### src/rtl/mem_arbiter_pkg.sv
// Shared core definitions: ALU opcodes, arbiter FSM states and requester IDs.
package mem_arbiter_pkg;

    // ALU operation encoding used by the execute stage.
    typedef enum logic [3:0] {
        ALU_ADD  = 4'd0,
        ALU_SUB  = 4'd1,
        ALU_AND  = 4'd2,
        ALU_OR   = 4'd3,
        ALU_XOR  = 4'd4,
        ALU_SLL  = 4'd5,
        ALU_SRL  = 4'd6,
        ALU_SRA  = 4'd7,
        ALU_SLT  = 4'd8,
        ALU_SLTU = 4'd9
    } alu_op_e;

    // Memory arbiter FSM states.
    typedef enum logic [1:0] {
        ST_IDLE = 2'd0,
        ST_REQ  = 2'd1,
        ST_RESP = 2'd2
    } arb_state_e;

    // Requester IDs.
    localparam logic REQ_IFU = 1'b0;
    localparam logic REQ_LSU = 1'b1;

    // Pick the requester to grant; on a tie the one not granted last wins.
    function automatic logic rr_pick(input logic ifu_v, input logic lsu_v, input logic last_grant);
        logic pick;
        if (ifu_v && lsu_v) begin
            pick = ~last_grant;
        end else if (lsu_v) begin
            pick = REQ_LSU;
        end else begin
            pick = REQ_IFU;
        end
        return pick;
    endfunction

endpackage

### src/rtl/mem_timeout_cnt.sv
// Response timeout counter: clears, counts enabled cycles and flags the
// cycle in which the count reaches TIMEOUT.
module mem_timeout_cnt #(
    parameter int unsigned TIMEOUT = 255
) (
    input  logic clk,
    input  logic rst_n,
    input  logic clr_i,
    input  logic en_i,
    output logic expire_o
);

    logic [15:0] count_q;
    logic [15:0] count_d;

    // Next count: clear wins over increment.
    always_comb begin
        count_d = count_q;
        if (clr_i) begin
            count_d = '0;
        end else if (en_i) begin
            count_d = count_q + 16'd1;
        end
    end

    // Count register.
    always_ff @(posedge clk) begin
        if (!rst_n) begin
            count_q <= '0;
        end else begin
            count_q <= count_d;
        end
    end

    // Expire in the cycle whose increment reaches TIMEOUT (17 bits avoids wrap).
    assign expire_o = en_i && (({1'b0, count_q} + 17'd1) >= 17'(TIMEOUT));

endmodule

### src/rtl/mem_arbiter.sv
// Two-requester (IFU/LSU) arbiter onto a single memory port with one
// transaction outstanding, round-robin on ties, and a response timeout.
module mem_arbiter
    import mem_arbiter_pkg::*;
#(
    parameter int unsigned ADDR_W  = 64,
    parameter int unsigned DATA_W  = 64,
    parameter int unsigned TIMEOUT = 255
) (
    input  logic                clk,
    input  logic                rst_n,
    input  logic                ifu_req_valid,
    output logic                ifu_req_ready,
    input  logic [ADDR_W-1:0]   ifu_addr,
    output logic                ifu_resp_valid,
    output logic [DATA_W-1:0]   ifu_rdata,
    output logic                ifu_resp_err,
    input  logic                lsu_req_valid,
    output logic                lsu_req_ready,
    input  logic [ADDR_W-1:0]   lsu_addr,
    input  logic                lsu_wen,
    input  logic [DATA_W-1:0]   lsu_wdata,
    input  logic [DATA_W/8-1:0] lsu_wmask,
    output logic                lsu_resp_valid,
    output logic [DATA_W-1:0]   lsu_rdata,
    output logic                lsu_resp_err,
    output logic                mem_req_valid,
    input  logic                mem_req_ready,
    output logic [ADDR_W-1:0]   mem_addr,
    output logic                mem_wen,
    output logic [DATA_W-1:0]   mem_wdata,
    output logic [DATA_W/8-1:0] mem_wmask,
    input  logic                mem_resp_valid,
    input  logic [DATA_W-1:0]   mem_rdata
);

    localparam int unsigned MASK_W = DATA_W / 8;

    arb_state_e          state_q, state_d;
    logic                last_q, last_d;
    logic                owner_q, owner_d;
    logic [ADDR_W-1:0]   addr_q, addr_d;
    logic                wen_q, wen_d;
    logic [DATA_W-1:0]   wdata_q, wdata_d;
    logic [MASK_W-1:0]   wmask_q, wmask_d;

    logic                grant;
    logic                resp_v;
    logic                resp_err;
    logic [DATA_W-1:0]   resp_data;
    logic                to_expire;

    mem_timeout_cnt #(
        .TIMEOUT (TIMEOUT)
    ) u_timeout (
        .clk      (clk),
        .rst_n    (rst_n),
        .clr_i    (state_q != ST_RESP),
        .en_i     ((state_q == ST_RESP) && !mem_resp_valid),
        .expire_o (to_expire)
    );

    // Next-state, latch capture and handshake/response outputs; all held at 0 in reset.
    always_comb begin
        state_d        = state_q;
        last_d         = last_q;
        owner_d        = owner_q;
        addr_d         = addr_q;
        wen_d          = wen_q;
        wdata_d        = wdata_q;
        wmask_d        = wmask_q;
        grant          = REQ_IFU;
        resp_v         = 1'b0;
        resp_err       = 1'b0;
        resp_data      = '0;
        ifu_req_ready  = 1'b0;
        lsu_req_ready  = 1'b0;
        mem_req_valid  = 1'b0;
        ifu_resp_valid = 1'b0;
        ifu_rdata      = '0;
        ifu_resp_err   = 1'b0;
        lsu_resp_valid = 1'b0;
        lsu_rdata      = '0;
        lsu_resp_err   = 1'b0;
        if (rst_n) begin
            unique case (state_q)
                ST_IDLE: begin
                    if (ifu_req_valid || lsu_req_valid) begin
                        grant   = rr_pick(ifu_req_valid, lsu_req_valid, last_q);
                        owner_d = grant;
                        last_d  = grant;
                        state_d = ST_REQ;
                        if (grant == REQ_LSU) begin
                            lsu_req_ready = 1'b1;
                            addr_d        = lsu_addr;
                            wen_d         = lsu_wen;
                            wdata_d       = lsu_wdata;
                            wmask_d       = lsu_wmask;
                        end else begin
                            ifu_req_ready = 1'b1;
                            addr_d        = ifu_addr;
                            wen_d         = 1'b0;
                            wdata_d       = '0;
                            wmask_d       = '0;
                        end
                    end
                end
                ST_REQ: begin
                    mem_req_valid = 1'b1;
                    if (mem_req_ready) begin
                        state_d = ST_RESP;
                    end
                end
                ST_RESP: begin
                    if (mem_resp_valid) begin
                        resp_v    = 1'b1;
                        resp_data = mem_rdata;
                        state_d   = ST_IDLE;
                    end else if (to_expire) begin
                        resp_v    = 1'b1;
                        resp_err  = 1'b1;
                        state_d   = ST_IDLE;
                    end
                end
                default: begin
                    state_d = ST_IDLE;
                end
            endcase
            if (owner_q == REQ_LSU) begin
                lsu_resp_valid = resp_v;
                lsu_rdata      = resp_data;
                lsu_resp_err   = resp_err;
            end else begin
                ifu_resp_valid = resp_v;
                ifu_rdata      = resp_data;
                ifu_resp_err   = resp_err;
            end
        end
    end

    // State, round-robin history and latched request fields.
    always_ff @(posedge clk) begin
        if (!rst_n) begin
            state_q <= ST_IDLE;
            last_q  <= REQ_IFU;
            owner_q <= REQ_IFU;
            addr_q  <= '0;
            wen_q   <= 1'b0;
            wdata_q <= '0;
            wmask_q <= '0;
        end else begin
            state_q <= state_d;
            last_q  <= last_d;
            owner_q <= owner_d;
            addr_q  <= addr_d;
            wen_q   <= wen_d;
            wdata_q <= wdata_d;
            wmask_q <= wmask_d;
        end
    end

    assign mem_addr  = rst_n ? addr_q  : '0;
    assign mem_wen   = rst_n ? wen_q   : 1'b0;
    assign mem_wdata = rst_n ? wdata_q : '0;
    assign mem_wmask = rst_n ? wmask_q : '0;

endmodule
### config.mk
export PLATFORM = sky130hd
export DESIGN_NAME = mem_arbiter
export DESIGN_NICKNAME = d
export VERILOG_FILES = /design/src/rtl/mem_arbiter_pkg.sv /design/src/rtl/mem_timeout_cnt.sv /design/src/rtl/mem_arbiter.sv
export SDC_FILE = /design/constraint.sdc
export NUM_CORES = 1
export LEC_CHECK = 0
export BUFFER_PORTS_ARGS = -buffer_cell sky130_fd_sc_hd__buf_2
export CORE_AREA = 2 2 212 214
export CTS_BUF_LIST = sky130_fd_sc_hd__clkbuf_2 sky130_fd_sc_hd__clkbuf_4 sky130_fd_sc_hd__clkbuf_8
export DETAILED_ROUTE_END_ITERATION = 12
export DIE_AREA = 0 0 214 216
export SLEW_MARGIN = 10
export SYNTH_ARGS = -nofsm -noshare
export SYNTH_HDL_FRONTEND = slang
export SYNTH_SLANG_ARGS = --single-unit
### constraint.sdc
create_clock -name clk -period 2.8 [get_ports clk]
set_input_delay 0.56 -clock clk [delete_from_list [all_inputs] [get_ports clk]]
set_output_delay 0.56 -clock clk [all_outputs]
set_load 0.01 [all_outputs]
==> flow_metrics.env, run 1 <==
export IMPL_synth_compound_area_share=0.1827
export IMPL_ys_top_cells_by_area="dfxtp_1 (41%), and2_1 (26%), a22o_1 (8.3%)"
export IMPL_row_count=77
export IMPL_drc=0
export IMPL_critPathArrivalTime_ns=2.26
export IMPL_synth_area_mux_share=0
export IMPL_grt_max_degree=140
export IMPL_synth_top_family_by_area="simple AND/OR/NAND/NOR gates"
export IMPL_cts_tree="yes"
export IMPL_finalCritPeriodShare=1.008
export IMPL_core_area_um2=43840
export IMPL_relSlewSlack=0.4652
export IMPL_synth_simple_area_share=0.3271
export IMPL_die_area_um2=46220
export IMPL_crit_required_ns=2.24
export IMPL_criticalPathCategory="flip-flop to output pin"
export IMPL_netlist_area_um2=7684
export IMPL_synth_cell_type_count=44
export IMPL_power_per_cell_area_nw_per_um2=439.2
export IMPL_hp_start="lsu_wdata[63]"
export IMPL_syn2layout_area_growth_pct=50.76
export IMPL_finalNetCount=1598
export IMPL_clk_latency_ns=0.51
export IMPL_place_ws_ns=0.2170
export IMPL_rsz0062_at_grt="yes"
export IMPL_h_tree_depth=4
export IMPL_detail_route_wl_per_cell_um=16.62
export IMPL_min_period_ns=2.822
export IMPL_drv_slew=0
export IMPL_drt_iter0_markers=721
export IMPL_hold_path_class="primary input to flip-flop"
export IMPL_yosysTopAreaCell="dfxtp_1"
export IMPL_ctsHoldBuffers=0
export IMPL_highest_layer="met5"
export IMPL_n_fill_cell=4667
export IMPL_syn_avg_cell_area_um2=9.359
export IMPL_io_pins=543
export IMPL_cellLeakagePower_nw=5.909
export IMPL_clock_path_buffers=2
export IMPL_syn_nets=1094
export IMPL_netlist_instances=821
export IMPL_numCtsBuffers=17
export IMPL_grt_antenna_before_repair=11
export IMPL_overflow=0
export IMPL_drtAntennaViolNets=0
export IMPL_placed_cells=1892
export IMPL_route_met3_wl_um=2588
export IMPL_grt_pass1_vias=7388
export IMPL_final_hold_viol_count=0
export IMPL_min_to="wdata_q[63]$_SDFFE_PN0P_"
export IMPL_rr_startpoint="u_timeout.count_q[0]$_SDFFE_PP0P_"
export IMPL_vias=8078
export IMPL_die_y_um=216
export IMPL_clk_pin_slew_ns=0.10
export IMPL_synthDominantCellAreaShare=0.4064
export IMPL_cts_sinks=156
export IMPL_setup_worst_path_end_class="output pin"
export IMPL_wl_um=32090
export IMPL_root_buffer="clkbuf_8"
export IMPL_yosys_register_bits=156
export IMPL_fmax_ghz=0.3544
export IMPL_vdd_drop_max_mv=0.2469
export IMPL_setup_viol=2
export IMPL_layout_drive_gt1_share=0.4783
export IMPL_reg2reg_slack_ns=0.99
export IMPL_yosys_area_share_adder=0.003257
export IMPL_finClkSkew_ns=0.02198
export IMPL_grt_usage=0.1310
export IMPL_r2r_end="state_q[1]$_SDFFE_PN0P_"
export IMPL_die_w_um=214
export IMPL_hpwlAfterDp_um=24500
export IMPL_gp_congestion=0.8974
export IMPL_diodes=0
export IMPL_holdPathStages=2
export IMPL_layout_setup_ws_ns=-0.02200
export IMPL_synth_xor_area_frac=0.02508
export IMPL_synth_warnings=0
export IMPL_wl_met1_um=14540
export IMPL_maxCapViolations=0
export IMPL_viasPerCell=4.185
export IMPL_critPathLaunchType="flip-flop"
export IMPL_status="finished with violations"
export IMPL_ys_seq_area_frac=0.4064
export IMPL_stdcell_count=1930
export IMPL_violations="negative setup slack"
export IMPL_io_buffers=542
export IMPL_reg2reg_depth=8
export IMPL_first_pass_iters=5
export IMPL_worstMarginPinSlew_ns=0.8022
export IMPL_grt_pass1_wl_um=46250
export IMPL_wl_met2_um=14430
export IMPL_floorplan_initialDensity=0.1753
export IMPL_crit_fanout=7
[metrics by stage]
stage	util	setup TNS, ns	hold slack (ns)	total power, W	cell area, um^2
2_1_floorplan	-	0	0.4996	0.003002	7684
3_5_place_dp	0.2498	0	0.5237	0.003467	10950
5_1_grt	0.2643	-0.5324	0.2111	0.005362	11580
6_report	0.2643	-0.03693	0.2585	0.005087	11580
4_1_cts	0.2618	-0.3753	0.1927	0.005197	11480
3_3_place_gp	0.2498	0	0.5144	0.003453	10950
[what timing repair did]
action | in CTS | in global routing
setup endpoints to repair | 4 | 4
hold endpoints to repair | 0 | 0
buffers inserted | 3 | 4
pin swaps | 8 | 9
resized for setup | 32 | 17
[worst max-delay path: stages (launching register included)]
cell      delay, ns
dfxtp_2        0.42
nand4_4        0.22
o31a_1         0.35
a31oi_2        0.25
nor4_4         0.10
a311oi_2       0.25
buf_2          0.17
[cells by family (layout without fill, tap and decap cells)]
logic type | count (synthesis) | count (layout)
simple gates | 405 | 405
flops | 156 | 156
compound gates | 155 | 155
buf+inv | 81 | 598
xor+xnor | 22 | 22
fa+ha+maj | 2 | 2
[cell usage after synthesis, drive strengths merged]
cell type,number
inv,2
a221o,50
nor3b,1
a21boi,1
a31oi,3
nand4,5
a21oi,3
a222oi,14
or3b,1
nand3,7
and3b,2
nand4b,1
nor4,7
nor2,24
o22a,1
a211o,1
or3,1
or4,1
ha,2
nor2b,18
dfxtp,156
a311oi,2
xnor2,9
clkbuf,46
a22o,73
and2,317
o31ai,1
nand2,11
and3,3
nor3,5
xor2,13
o21ai,3
o31a,2
a211oi,1
nand3b,1
buf,33
[how the worst max path moves through the flow]
stage                     slack [ns]        endpoint                              start  cells past startpoint
after detailed placement        0.22    lsu_resp_err  u_timeout.count_q[1]$_SDFFE_PP0P_                      8
after CTS                      -0.11  ifu_resp_valid  u_timeout.count_q[0]$_SDFFE_PP0P_                      9
after global routing           -0.18    lsu_resp_err  u_timeout.count_q[0]$_SDFFE_PP0P_                      7
after floorplan                 0.43  ifu_resp_valid  u_timeout.count_q[0]$_SDFFE_PP0P_                      6
after global placement          0.25  ifu_resp_valid  u_timeout.count_q[1]$_SDFFE_PP0P_                      8
final                          -0.02    lsu_resp_err  u_timeout.count_q[7]$_SDFFE_PP0P_                      6
[layer usage]
layer	track usage	vias up
li1	-	3873
met1	0.1764	3829
met2	0.1959	333
met3	0.04693	37
met4	0.03660	6
met5	0	-
[placed cells by master (no fill, tap or decap), types with 4 or more instances in the layout]
cell type / count
nand3_1: 5
inv_8: 5
dfxtp_1: 142
buf_2: 541
inv_6: 4
buf_4: 15
nand2_1: 10
a22o_1: 73
dfxtp_2: 10
dfxtp_4: 4
clkbuf_8: 17
clkinv_4: 4
nor2_1: 23
xor2_1: 11
nor2b_1: 16
nor3_1: 4
and2_1: 315
a222oi_1: 14
nor4_4: 4
buf_12: 7
a221o_1: 50
xnor2_1: 8
[sequential cells by signal (all words and copies together) (netlist names)]
register	cells
wmask_q	8
wen_q	1
wdata_q	64
addr_q	64
owner_q	1
state_q	2
u_timeout.count_q	16
[cell type report]
type	instances	area [um^2]	area share
Clock buffer	17	234.0	0.02020
Timing Repair Buffer	564	2972	0.2565
Tap cell	592	740.7	0.06394
Clock inverter	15	150.1	0.01296
Sequential cell	156	3151	0.2720
Multi-Input combinational cell	584	4327	0.3735
Inverter	2	10.01	0.0008641
[report_power, final]
| part | switching (W) | leakage [nW] | internal (W) | total (W) |
|---|---|---|---|---|
| sequential | 0.0000413 | 1.29 | 0.00239 | 0.00243 |
| combinational | 0.000519 | 4.43 | 0.000463 | 0.000982 |
| clock | 0.00101 | 0.194 | 0.000663 | 0.00167 |
| total | 0.00157 | 5.91 | 0.00352 | 0.00509 |
Power figures use the tool's default switching activity.
==> run 2, diff against run 1 <==
--- a/config.mk
+++ b/config.mk
@@ -6,10 +6,10 @@
 export NUM_CORES = 1
 export LEC_CHECK = 0
 export BUFFER_PORTS_ARGS = -buffer_cell sky130_fd_sc_hd__buf_2
-export CORE_AREA = 2 2 212 214
+export CORE_AREA = 2 2 210 212
 export CTS_BUF_LIST = sky130_fd_sc_hd__clkbuf_2 sky130_fd_sc_hd__clkbuf_4 sky130_fd_sc_hd__clkbuf_8
 export DETAILED_ROUTE_END_ITERATION = 12
-export DIE_AREA = 0 0 214 216
+export DIE_AREA = 0 0 212 214
 export SLEW_MARGIN = 10
 export SYNTH_ARGS = -nofsm -noshare
 export SYNTH_HDL_FRONTEND = slang
==> constraint.sdc (replaced) <==
create_clock -name clk -period 2.5 [get_ports clk]
set_input_delay 0.5 -clock clk [delete_from_list [all_inputs] [get_ports clk]]
set_output_delay 0.5 -clock clk [all_outputs]
set_load 0.005 [all_outputs]
==> run 2 against run 1 <==
Compared with the run above:
- the flow still finishes with violations (negative setup slack)
- total power increased by 12%
- combinational power increased by 12%
- sequential share of layout area decreased by 3.2 points
- non-clock buffer count increased by 35
- critical path depth unchanged
- sequential cell count unchanged
- final cell count increased by 1.5%
- setup slack got worse by 0.30 ns
- clock skew about the same
- critical endpoint is now ifu_resp_valid
- largest cell class unchanged
- highest routed layer unchanged
==> flow_metrics.env, run 2 (synthesized netlist as in run 1, its figures left out) <==
export IMPL_clk_latency_ns=0.51
export IMPL_viasPerCell=4.311
export IMPL_rr_startpoint="state_q[0]$_SDFFE_PN0P_"
export IMPL_multi_input_area_um2=4676
export IMPL_gp_congestion=0.9076
export IMPL_reg2reg_depth=8
export IMPL_layout_setup_ws_ns=-0.3209
export IMPL_io_buffers=542
export IMPL_die_y_um=214
export IMPL_critPathArrivalTime_ns=2.32
export IMPL_min_to="wdata_q[25]$_SDFFE_PN0P_"
export IMPL_cts_sinks=156
export IMPL_crit_family="simple AND/OR/NAND/NOR gates"
export IMPL_first_pass_iters=5
export IMPL_reg_top3="addr_q x64, wdata_q x64, u_timeout.count_q x16"
export IMPL_holdPathStages=2
export IMPL_hpwlAfterDp_um=23060
export IMPL_grt_pass1_wl_um=46240
export IMPL_crit_path_top_delay_cell="dfxtp_2"
export IMPL_setup_viol=79
export IMPL_final_seq_area_um2=3174
export IMPL_root_buffer="clkbuf_8"
export IMPL_drc=0
export IMPL_grt_antenna_before_repair=5
export IMPL_min_period_ns=2.821
export IMPL_drt_iter0_markers=638
export IMPL_cellLeakagePower_nw=6.411
export IMPL_relSlewSlack=0.5792
export IMPL_syn2layout_area_growth_pct=72.46
export IMPL_vdd_drop_max_mv=0.3525
export IMPL_cts_tree="yes"
export IMPL_detail_route_wl_per_cell_um=18.18
export IMPL_h_tree_depth=4
export IMPL_cp_cell_sequence="nand3_1, nor4_4, xor2_2, nor4_4, a311oi_2, buf_2"
export IMPL_die_area_um2=45370
export IMPL_critPathLaunchType="flip-flop"
export IMPL_hp_start="lsu_wdata[25]"
export IMPL_maxCapViolations=0
export IMPL_postLayoutCellArea_um2=13250
export IMPL_grt_pass1_vias=7822
export IMPL_reg2reg_slack_ns=0.53
export IMPL_row_count=76
export IMPL_final_cell_mix="buf_2 (417), and2_1 (191), dfxtp_1 (139), buf_6 (131), and2_4 (125)"
export IMPL_rsz0062_at_grt="yes"
export IMPL_worstMarginPinSlew_ns=0.6312
export IMPL_core_area_um2=42890
export IMPL_drtAntennaViolNets=0
export IMPL_finalNetCount=1634
export IMPL_finalCritPeriodShare=1.128
export IMPL_layout_drive_gt1_share=0.5863
export IMPL_setup_worst_path_end_class="output pin"
export IMPL_wl_um=35620
export IMPL_violations="negative setup slack"
export IMPL_hold_path_class="primary input to flip-flop"
export IMPL_utilization=0.3090
export IMPL_die_w_um=212
export IMPL_power_per_cell_area_nw_per_um2=430.3
export IMPL_final_common_cell="buf_2"
export IMPL_fmax_ghz=0.3545
export IMPL_grt_usage=0.1330
export IMPL_critical_path_buf_inv_count=1
export IMPL_clk_pin_slew_ns=0.10
export IMPL_clock_path_buffers=2
export IMPL_numCtsBuffers=17
export IMPL_criticalPathCategory="flip-flop to output pin"
export IMPL_crit_fanout=6
export IMPL_grt_max_degree=140
export IMPL_overflow=0
export IMPL_vias=8445
export IMPL_floorplan_initialDensity=0.1792
export IMPL_placed_area_um2=10960
export IMPL_finClkSkew_ns=0.02203
export IMPL_io_pins=543
export IMPL_r2r_end="addr_q[63]$_SDFFE_PN0P_"
export IMPL_crit_required_ns=2.00
export IMPL_slowest_delay_ns=0.42
export IMPL_n_fill_cell=4469
export IMPL_status="finished with violations"
export IMPL_drv_slew=0
export IMPL_final_hold_viol_count=0
export IMPL_cp_common_cell="nor4_4"
## run 2: changes by cell type in the layout (fill, tap and decap cells not counted), moves of 2 or more
| cell | change |
|---|---|
| and2_1 | -124 |
| buf_16 | +5 |
| dfxtp_2 | -5 |
| dfxtp_1 | -3 |
| buf_12 | +2 |
| inv_8 | -5 |
| buf_4 | +14 |
| dfxtp_4 | +8 |
| buf_6 | +130 |
| and2_4 | +124 |
| buf_2 | -124 |
| clkbuf_16 | +7 |
## run 2: what timing repair did
action,CTS,global route
endpoints found under the setup margin,69,132
gates resized for setup,37,289
cloned,5,10
hold buffers,0,0
setup buffers,8,17
pin swaps,6,141
## run 2: final cells by class
class | count | share of cell area
multi-input combinational | 585 | 0.3528
timing repair buffer | 599 | 0.3236
sequential | 156 | 0.2395
tap | 585 | 0.05524
clock buffer | 17 | 0.01766
clock inverter | 14 | 0.01039
inverter | 2 | 0.0005665
antenna | 1 | 0.0001888
## run 2: worst max path at each step
stage | from | to | slack (ns) | depth (start not counted)
floorplan | u_timeout.count_q[0]$_SDFFE_PP0P_ | ifu_resp_valid | 0.24 | 6
global route | u_timeout.count_q[1]$_SDFFE_PP0P_ | ifu_resp_valid | -0.48 | 7
detailed placement | u_timeout.count_q[0]$_SDFFE_PP0P_ | ifu_resp_valid | -0.03 | 9
finish | u_timeout.count_q[12]$_SDFFE_PP0P_ | ifu_resp_valid | -0.32 | 6
global placement | u_timeout.count_q[0]$_SDFFE_PP0P_ | ifu_resp_valid | 0.08 | 9
CTS | u_timeout.count_q[8]$_SDFFE_PP0P_ | ifu_resp_valid | -0.42 | 6
## run 2: worst register-to-register path, stage by stage (launching register included)
cell	delay [ns]
dfxtp_2	0.34
buf_6	0.11
buf_4	0.12
nor2_2	0.14
o21ai_4	0.09
a21oi_2	0.14
and2_2	0.22
buf_4	0.46
a221o_1	0.28
## run 2: where the power goes
| group | switching [W] | internal, W | leakage, nW |
|---|---|---|---|
| clock | 0.00108 | 0.000799 | 0.184 |
| sequential | 0.0000491 | 0.00267 | 1.29 |
| combinational | 0.000551 | 0.000548 | 4.93 |
| total | 0.00169 | 0.00402 | 6.41 |
## run 2: per-stage QoR
step / setup WS [ns] / hold WS (ns) / setup TNS, ns / cells / total power [W]
floorplan: 0.2388 / 0.4996 / 0 / 821 / 0.003314
global placement: 0.07543 / 0.5144 / 0 / 1888 / 0.003808
detailed placement: -0.03401 / 0.5291 / -0.03401 / 1888 / 0.003823
CTS: -0.4176 / 0.1282 / -3.902 / 1931 / 0.005775
global route: -0.4803 / 0.1558 / -14.06 / 1959 / 0.006008
finish: -0.3209 / 0.2039 / -2.193 / 1959 / 0.005702
## run 2: metal layers
metal / track usage / wire length [um] / vias up
met5: 0 / 22 / -
met3: 0.03504 / 2560 / 42
met4: 0.03991 / 529 / 4
met2: 0.2072 / 16750 / 387
met1: 0.1789 / 15760 / 4059
li1: - / - / 3953
